==> config.mk <==
export PLATFORM = sky130hd
export DESIGN_NAME = mmc1_write_decoder_flat
export DESIGN_NICKNAME = d
export VERILOG_FILES = /design/src/rtl/mmc1_write_decoder_if.sv /design/src/rtl/mmc1_write_decoder.sv /design/src/flat_wrapper.sv
export SDC_FILE = /design/constraint.sdc
export NUM_CORES = 1
export LEC_CHECK = 0
export ABC_CLOCK_PERIOD_IN_PS = 2000
export BUFFER_PORTS_ARGS = -buffer_cell sky130_fd_sc_hd__buf_2
export CAP_MARGIN = 10
export CORE_MARGIN = 1
export CORE_UTILIZATION = 50
export CTS_BUF_LIST = sky130_fd_sc_hd__clkbuf_4
export DETAILED_ROUTE_END_ITERATION = 16
export PLACE_DENSITY_LB_ADDON = 0.25
export SLEW_MARGIN = 20
export SYNTH_ARGS = -nofsm -noshare
export SYNTH_HDL_FRONTEND = slang
export SYNTH_SLANG_ARGS = --single-unit
==> constraint.sdc <==
create_clock -name clk -period 2 [get_ports clk]
set_input_delay 0.2 -clock clk [delete_from_list [all_inputs] [get_ports clk]]
set_output_delay 0.2 -clock clk [all_outputs]
set_load 0.005 [all_outputs]
==> src/rtl/mmc1_write_decoder_if.sv <==
// CPU cartridge-bus view used by the MMC1 write decoder: M2 strobe, direction, ROM select, address, data.
// Bus contents are qualified only by cpu_m2 being high; there is no ready/back-pressure.
interface mmc1_write_decoder_if;
    logic        cpu_m2;
    logic        cpu_rw;
    logic        cpu_rom_sel_n;
    logic [14:0] cpu_addr;
    logic [7:0]  cpu_data_in;

    modport master (
        output cpu_m2,
        output cpu_rw,
        output cpu_rom_sel_n,
        output cpu_addr,
        output cpu_data_in
    );

    modport slave (
        input cpu_m2,
        input cpu_rw,
        input cpu_rom_sel_n,
        input cpu_addr,
        input cpu_data_in
    );
endinterface

==> src/rtl/mmc1_write_decoder.sv <==
// MMC1 CPU-write decoder: serial 5-write register load plus PRG/CHR/CIRAM mapping on the fabric clock.
// Optional macro MMC1_CONSEC_IGNORE_EN drops writes that closely follow an accepted write (RMW double-write).
module mmc1_write_decoder #(
    parameter int SYNC_STAGES = 2,
    parameter int CONSEC_CLKS = 40
) (
    input  logic                       clk,
    input  logic                       rst,
    mmc1_write_decoder_if.slave        cpu,
    input  logic [12:0]                ppu_addr,
    output logic [17:0]                prg_addr,
    output logic [16:0]                chr_addr,
    output logic                       ciram_a10,
    output logic                       wram_en_n,
    output logic                       reg_wr,
    output logic [1:0]                 dbg_state
);

    typedef enum logic [1:0] {
        ST_IDLE    = 2'd0,
        ST_M2_HIGH = 2'd1,
        ST_EVAL    = 2'd2
    } state_t;

    logic [SYNC_STAGES-1:0] m2_sync_q, m2_sync_d;
    logic                   m2_prev_q, m2_prev_d;
    logic                   m2_s, m2_rise, m2_fall;

    logic       cap_rw_q, cap_rw_d;
    logic       cap_rom_sel_n_q, cap_rom_sel_n_d;
    logic [1:0] cap_sel_q, cap_sel_d;
    logic       cap_d7_q, cap_d7_d;
    logic       cap_d0_q, cap_d0_d;
    logic       unused_data;

    state_t     state_q, state_d;
    logic [4:0] shift_q, shift_d;
    logic [2:0] count_q, count_d;
    logic [4:0] control_q, control_d;
    logic [4:0] chr0_q, chr0_d;
    logic [4:0] chr1_q, chr1_d;
    logic [4:0] prg_q, prg_d;
    logic       reg_wr_q, reg_wr_d;
    logic [4:0] commit_val;
    logic       wr_event, accept, take;

    logic [17:0] prg_addr_q, prg_addr_d;
    logic [16:0] chr_addr_q, chr_addr_d;
    logic        ciram_a10_q, ciram_a10_d;

    // Sync chain and edge history reset to 1 so an M2 already high at release produces no rise.
    assign m2_s    = m2_sync_q[SYNC_STAGES-1];
    assign m2_rise = m2_s & ~m2_prev_q;
    assign m2_fall = ~m2_s & m2_prev_q;

    always_comb begin
        m2_sync_d = {m2_sync_q[SYNC_STAGES-2:0], cpu.cpu_m2};
        m2_prev_d = m2_s;
    end

    // Only the bits the register protocol needs are kept from each capture.
    assign unused_data = ^cpu.cpu_data_in[6:1];

    always_comb begin
        cap_rw_d        = cap_rw_q;
        cap_rom_sel_n_d = cap_rom_sel_n_q;
        cap_sel_d       = cap_sel_q;
        cap_d7_d        = cap_d7_q;
        cap_d0_d        = cap_d0_q;
        if (m2_s) begin
            cap_rw_d        = cpu.cpu_rw;
            cap_rom_sel_n_d = cpu.cpu_rom_sel_n;
            cap_sel_d       = cpu.cpu_addr[14:13];
            cap_d7_d        = cpu.cpu_data_in[7];
            cap_d0_d        = cpu.cpu_data_in[0];
        end
    end

    always_ff @(posedge clk) begin
        if (rst) begin
            m2_sync_q       <= '1;
            m2_prev_q       <= 1'b1;
            cap_rw_q        <= 1'b1;
            cap_rom_sel_n_q <= 1'b1;
            cap_sel_q       <= 2'd0;
            cap_d7_q        <= 1'b0;
            cap_d0_q        <= 1'b0;
        end else begin
            m2_sync_q       <= m2_sync_d;
            m2_prev_q       <= m2_prev_d;
            cap_rw_q        <= cap_rw_d;
            cap_rom_sel_n_q <= cap_rom_sel_n_d;
            cap_sel_q       <= cap_sel_d;
            cap_d7_q        <= cap_d7_d;
            cap_d0_q        <= cap_d0_d;
        end
    end

    assign wr_event = (state_q == ST_EVAL) & ~cap_rw_q & ~cap_rom_sel_n_q;
    assign take     = wr_event & accept;

`ifdef MMC1_CONSEC_IGNORE_EN
    localparam int GW = $clog2(CONSEC_CLKS + 1);
    localparam logic [GW-1:0] GAP_MAX = GW'(CONSEC_CLKS);

    logic [GW-1:0] gap_q, gap_d;

    assign accept = (gap_q >= GAP_MAX);

    always_comb begin
        gap_d = gap_q;
        if (gap_q < GAP_MAX) gap_d = gap_q + 1'b1;
        if (take) gap_d = '0;
    end

    // Starts saturated so the first write after reset is never treated as a repeat.
    always_ff @(posedge clk) begin
        if (rst) gap_q <= GAP_MAX;
        else     gap_q <= gap_d;
    end
`else
    assign accept = 1'b1;
`endif

    assign commit_val = {cap_d0_q, shift_q[4:1]};

    always_comb begin
        state_d   = state_q;
        shift_d   = shift_q;
        count_d   = count_q;
        control_d = control_q;
        chr0_d    = chr0_q;
        chr1_d    = chr1_q;
        prg_d     = prg_q;
        reg_wr_d  = 1'b0;

        case (state_q)
            ST_IDLE:    if (m2_rise) state_d = ST_M2_HIGH;
            ST_M2_HIGH: if (m2_fall) state_d = ST_EVAL;
            ST_EVAL:    state_d = ST_IDLE;
            default:    state_d = ST_IDLE;
        endcase

        // Bit 7 resets the shifter ahead of any pending commit, even on the fifth write.
        if (take) begin
            if (cap_d7_q) begin
                shift_d   = 5'd0;
                count_d   = 3'd0;
                control_d = control_q | 5'h0C;
            end else if (count_q != 3'd4) begin
                shift_d = {cap_d0_q, shift_q[4:1]};
                count_d = count_q + 3'd1;
            end else begin
                case (cap_sel_q)
                    2'd0:    control_d = commit_val;
                    2'd1:    chr0_d    = commit_val;
                    2'd2:    chr1_d    = commit_val;
                    default: prg_d     = commit_val;
                endcase
                shift_d  = 5'd0;
                count_d  = 3'd0;
                reg_wr_d = 1'b1;
            end
        end
    end

    always_ff @(posedge clk) begin
        if (rst) begin
            state_q   <= ST_IDLE;
            shift_q   <= 5'd0;
            count_q   <= 3'd0;
            control_q <= 5'h0C;
            chr0_q    <= 5'd0;
            chr1_q    <= 5'd0;
            prg_q     <= 5'd0;
            reg_wr_q  <= 1'b0;
        end else begin
            state_q   <= state_d;
            shift_q   <= shift_d;
            count_q   <= count_d;
            control_q <= control_d;
            chr0_q    <= chr0_d;
            chr1_q    <= chr1_d;
            prg_q     <= prg_d;
            reg_wr_q  <= reg_wr_d;
        end
    end

    always_comb begin
        case (control_q[3:2])
            2'd0, 2'd1: prg_addr_d = {prg_q[3:1], cpu.cpu_addr};
            2'd2: prg_addr_d = cpu.cpu_addr[14] ? {prg_q[3:0], cpu.cpu_addr[13:0]}
                                                : {4'h0, cpu.cpu_addr[13:0]};
            default: prg_addr_d = cpu.cpu_addr[14] ? {4'hF, cpu.cpu_addr[13:0]}
                                                   : {prg_q[3:0], cpu.cpu_addr[13:0]};
        endcase

        if (control_q[4]) chr_addr_d = {(ppu_addr[12] ? chr1_q : chr0_q), ppu_addr[11:0]};
        else              chr_addr_d = {chr0_q[4:1], ppu_addr};

        case (control_q[1:0])
            2'd0:    ciram_a10_d = 1'b0;
            2'd1:    ciram_a10_d = 1'b1;
            2'd2:    ciram_a10_d = ppu_addr[10];
            default: ciram_a10_d = ppu_addr[11];
        endcase
    end

    // Address outputs need no reset: they reload every clk from the (reset) registers.
    always_ff @(posedge clk) begin
        prg_addr_q <= prg_addr_d;
        chr_addr_q <= chr_addr_d;
        if (rst) ciram_a10_q <= 1'b0;
        else     ciram_a10_q <= ciram_a10_d;
    end

    assign prg_addr  = prg_addr_q;
    assign chr_addr  = chr_addr_q;
    assign ciram_a10 = ciram_a10_q;
    assign wram_en_n = prg_q[4];
    assign reg_wr    = reg_wr_q;
    assign dbg_state = state_q;

endmodule

==> src/flat_wrapper.sv <==
// flat-port wrapper written by rule: the top's interface ports become plain ports
module mmc1_write_decoder_flat 
#(
    parameter int SYNC_STAGES = 2,
    parameter int CONSEC_CLKS = 40
)
  (clk, rst, ppu_addr, prg_addr, chr_addr, ciram_a10, wram_en_n, reg_wr, dbg_state, cpu_cpu_m2, cpu_cpu_rw, cpu_cpu_rom_sel_n, cpu_cpu_addr, cpu_cpu_data_in);
  mmc1_write_decoder_if cpu_i ();
  input  logic clk;
  input  logic rst;
  input  logic [12:0] ppu_addr;
  output logic [17:0] prg_addr;
  output logic [16:0] chr_addr;
  output logic ciram_a10;
  output logic wram_en_n;
  output logic reg_wr;
  output logic [1:0] dbg_state;
  input wire logic [$bits(cpu_i.cpu_m2)-1:0] cpu_cpu_m2;
  input wire logic [$bits(cpu_i.cpu_rw)-1:0] cpu_cpu_rw;
  input wire logic [$bits(cpu_i.cpu_rom_sel_n)-1:0] cpu_cpu_rom_sel_n;
  input wire logic [$bits(cpu_i.cpu_addr)-1:0] cpu_cpu_addr;
  input wire logic [$bits(cpu_i.cpu_data_in)-1:0] cpu_cpu_data_in;
  assign cpu_i.cpu_m2 = cpu_cpu_m2;
  assign cpu_i.cpu_rw = cpu_cpu_rw;
  assign cpu_i.cpu_rom_sel_n = cpu_cpu_rom_sel_n;
  assign cpu_i.cpu_addr = cpu_cpu_addr;
  assign cpu_i.cpu_data_in = cpu_cpu_data_in;
  mmc1_write_decoder #(.SYNC_STAGES(SYNC_STAGES), .CONSEC_CLKS(CONSEC_CLKS)) u_core (.clk(clk), .rst(rst), .cpu(cpu_i), .ppu_addr(ppu_addr), .prg_addr(prg_addr), .chr_addr(chr_addr), .ciram_a10(ciram_a10), .wram_en_n(wram_en_n), .reg_wr(reg_wr), .dbg_state(dbg_state));
endmodule
==> flow_metrics.py <==
metrics = {
    "clock_network": {
        "clk_latency_ns": 0.42,
        "root_buffer": "clkbuf_4",
        "cts.repair.resized": 0,
        "clock_sinks": 75,
        "clock_path_buffers": 2,
        "cts_buffers": 9,
        "clk_pin_slew_ns": 0.12,
        "cts_tree": "built",
        "cts_max_level": 3,
    },
    "yosys": {
        "yosysTopAreaCellShare_pct": 61.4,
        "syn_nets": 263,
        "synth-edff-count": 0,
        "syn_inst": 220,
        "ys_async_sr_fraction_pct": 0,
        "synth_ff_type": "dfxtp_1",
        "yosys_register_bits": 75,
        "synthTopCellsByArea": "dfxtp_1 61%, mux2i_1 9.0%, nand2b_1 6.4%",
        "yosysWarnings": 0,
        "synth_largest_area_cell": "dfxtp_1",
        "synth_area_um2": 2440,
        "synth_cell_types": 33,
        "ys_seq_area_share_pct": 61.4,
        "avgSynthCellArea_um2": 11.1,
    },
    "global_routing": {
        "grt_max_degree": 50,
        "antenna_found_initial": 0,
        "gr-usage-all-layers_pct": 20.2,
        "gr-total-overflow": 0,
        "grt_pass1_vias": 1771,
        "grt_pass1_wl_um": 7760,
    },
    "placed_design": {
        "post-dp-hpwl_um": 2930,
        "gp_congestion": 0.742,
        "dpl_cell_area_um2": 2880,
        "io_buffers": 74,
    },
    "sta": {
        "slew_headroom_pct": 53.3,
        "fmax_ghz": 0.569,
        "final_hold_viol_count": 0,
        "final.setup.tns_ns": 0,
        "worst_pin_slew_ns": 0.700,
        "period_share_pct": 87.8,
        "fin_worst_skew_ns": 0.0128,
        "period_needed_ns": 1.76,
        "setup_viol": 0,
        "rsz0062_at_grt": "no",
        "final_max_slew_viol_count": 0,
    },
    "critical_path": {
        "cp-startpoint": "u_core.dbg_state[0]",
        "endpoint": "u_core.chr0_q[2]",
        "r2r_start": "u_core.dbg_state[0]",
        "ff2ff_path_depth": 3,
        "end_kind": "register",
        "worstSetupPathType": "reg -> reg",
        "crit_fanout": 5,
        "r2r_slack_ns": 0.24,
        "r2r_end": "u_core.chr0_q[2]",
        "cp.arrival_ns": 2.06,
        "start_kind": "register",
        "cp.required_ns": 2.30,
    },
    "cells_and_area": {
        "syn_to_final_growth_pct": 35.0,
        "multi_input_area_um2": 882,
        "drive_gt1_share_pct": 29.7,
        "regArea_um2": 1500,
        "antenna_cells": 0,
        "stdcell_area_um2": 3300,
        "nFillCells": 389,
        "nNetsFinal": 371,
    },
    "die": {
        "dieArea_um2": 5170,
        "die_w_um": 71.9,
        "ioPinCount": 81,
        "die_h_um": 71.9,
        "core_um2": 4720,
        "floorplan.initialDensity_pct": 51.7,
        "num_rows": 25,
    },
    "pwr": {
        "power.density_nw_per_um2": 760,
        "vdd_drop_max_mv": 0.475,
        "leakage_nw": 1.50,
    },
    "min_path": {
        "hold_path.class": "in -> reg",
    },
    "flow_run": {
        "drv_cap": 0,
    },
    "detailed_routing": {
        "drc": 0,
        "drtIter0Drc": 87,
        "routed_wl_um": 4920,
        "vias": 1896,
        "avgViaCountPerCell": 4.74,
        "ant_nets": 0,
        "drtPass1Iterations": 4,
        "post_drt_wl_per_cell_um": 12.3,
    },
    "outcome": {
        "outcome": "finished clean",
    },
}
[metal layers]
metal / GRT usage (%) / vias up / part of all wire [%]
met5: 0 / - / 0
met4: 15.3 / 0 / 4.2
met3: 4.86 / 19 / 3.5
met2: 32.2 / 49 / 48
met1: 23.7 / 858 / 44
li1: - / 970 / -
[Yosys cell counts (all sizes together) (2+ instances only)]
cell type   n
inv         4
or2         3
nor3        5
or3         2
nor2b       2
mux2i      22
nor3b       2
nand2b     25
a21oi      17
nand3       6
nand3b      2
ha          2
dfxtp      75
nor4        4
a211o       2
buf         4
clkbuf      7
nor2       11
nand2      10
mux2        4
[sequential cells by signal, indices dropped and copies added, names as in the netlist]
| register | count |
|---|---|
| u_core.chr_addr | 17 |
| u_core.count_q | 3 |
| u_core.cap_d7_q | 1 |
| u_core.prg_q | 5 |
| u_core.m2_prev_q | 1 |
| u_core.cap_rw_q | 1 |
| u_core.cap_sel_q | 2 |
| u_core.cap_d0_q | 1 |
| u_core.chr0_q | 5 |
| u_core.dbg_state | 2 |
| u_core.cap_rom_sel_n_q | 1 |
| u_core.chr1_q | 5 |
| u_core.prg_addr | 18 |
| u_core.shift_q | 4 |
| u_core.control_q | 5 |
| u_core.reg_wr | 1 |
| u_core.m2_sync_q | 2 |
| u_core.ciram_a10 | 1 |
[critical path: stages, from the launching register on]
cell	delay [ns]
dfxtp_1	0.37
or4b_1	0.57
or3_1	0.53
mux2i_1	0.17
[power by group]
| group | total, mW | internal, mW | switching (mW) |
|---|---|---|---|
| Combinational | 0.167 | 0.107 | 0.0600 |
| Clock | 0.779 | 0.248 | 0.531 |
| Sequential | 1.56 | 1.54 | 0.0217 |
[layout by cell type, fill, tap and decap left out]
cell type and count:
a211o_1 2, a211oi_1 1, a21oi_1 17, a311oi_1 1
a31oi_1 1, and3_1 1, and4b_1 1, buf_2 74
buf_4 3, clkbuf_4 9, clkinv_1 2, clkinv_2 1
clkinv_4 2, clkinvlp_4 2, dfxtp_1 75, dlygate4sd3_1 31
ha_1 2, inv_1 4, maj3_1 1, mux2_2 4
mux2i_1 22, nand2_1 10, nand2b_1 25, nand3_1 6
nand3b_1 2, nand4b_1 1, nor2_1 11, nor2b_1 2
nor3_1 5, nor3b_1 2, nor4_1 4, nor4b_2 1
nor4bb_1 1, o31ai_1 1, or2_2 3, or3_1 2
or4b_1 1
[layout make-up]
cell class	instances	area share, %
sequential	75	45.5
timing repair buffer	108	21.3
clock buffer	9	2.05
multi-input combinational	130	26.7
clock inverter	7	1.37
inverter	4	0.455
tap	67	2.54
[through the flow]
stage               hold slack, ns  util, %  cells  power [mW]  setup WS (ns)
global placement             0.303     60.9    353        1.71          0.300
CTS                         0.0136     69.8    400        2.51          0.250
detailed placement           0.304     60.9    353        1.71          0.267
floorplan                    0.228        -    220        1.64          0.295
global route                0.0307     69.8    400        2.61          0.160
finish                      0.0336     69.8    400        2.51          0.243
[kinds of logic after synthesis]
family | count (synthesis) | synth area share (%)
simple gates | 78 | 18.1
buf+inv | 15 | 2.71
fa+ha+maj | 3 | 1.43
compound gates | 23 | 5.43
flops | 75 | 61.4
mux | 26 | 10.9
[repair_timing]
action | CTS | global route
hold buffers | 31 | 0
setup endpoints to repair | 0 | 0
endpoints found under the hold margin | 31 | 0
buffers inserted | 0 | 0
[worst min path at each step]
stage	from	end	slack [ns]	cells past startpoint
after global routing	cpu_cpu_data_in[7]	u_core.cap_d7_q	0.03	3
after global placement	cpu_cpu_addr[0]	u_core.prg_addr[0]	0.30	1
after CTS	cpu_cpu_data_in[7]	u_core.cap_d7_q	0.01	3
final	cpu_cpu_data_in[7]	u_core.cap_d7_q	0.03	3
after detailed placement	cpu_cpu_addr[7]	u_core.prg_addr[7]	0.30	1
after floorplan	ppu_addr[0]	u_core.chr_addr[0]	0.23	0
Power figures use the tool's default switching activity.
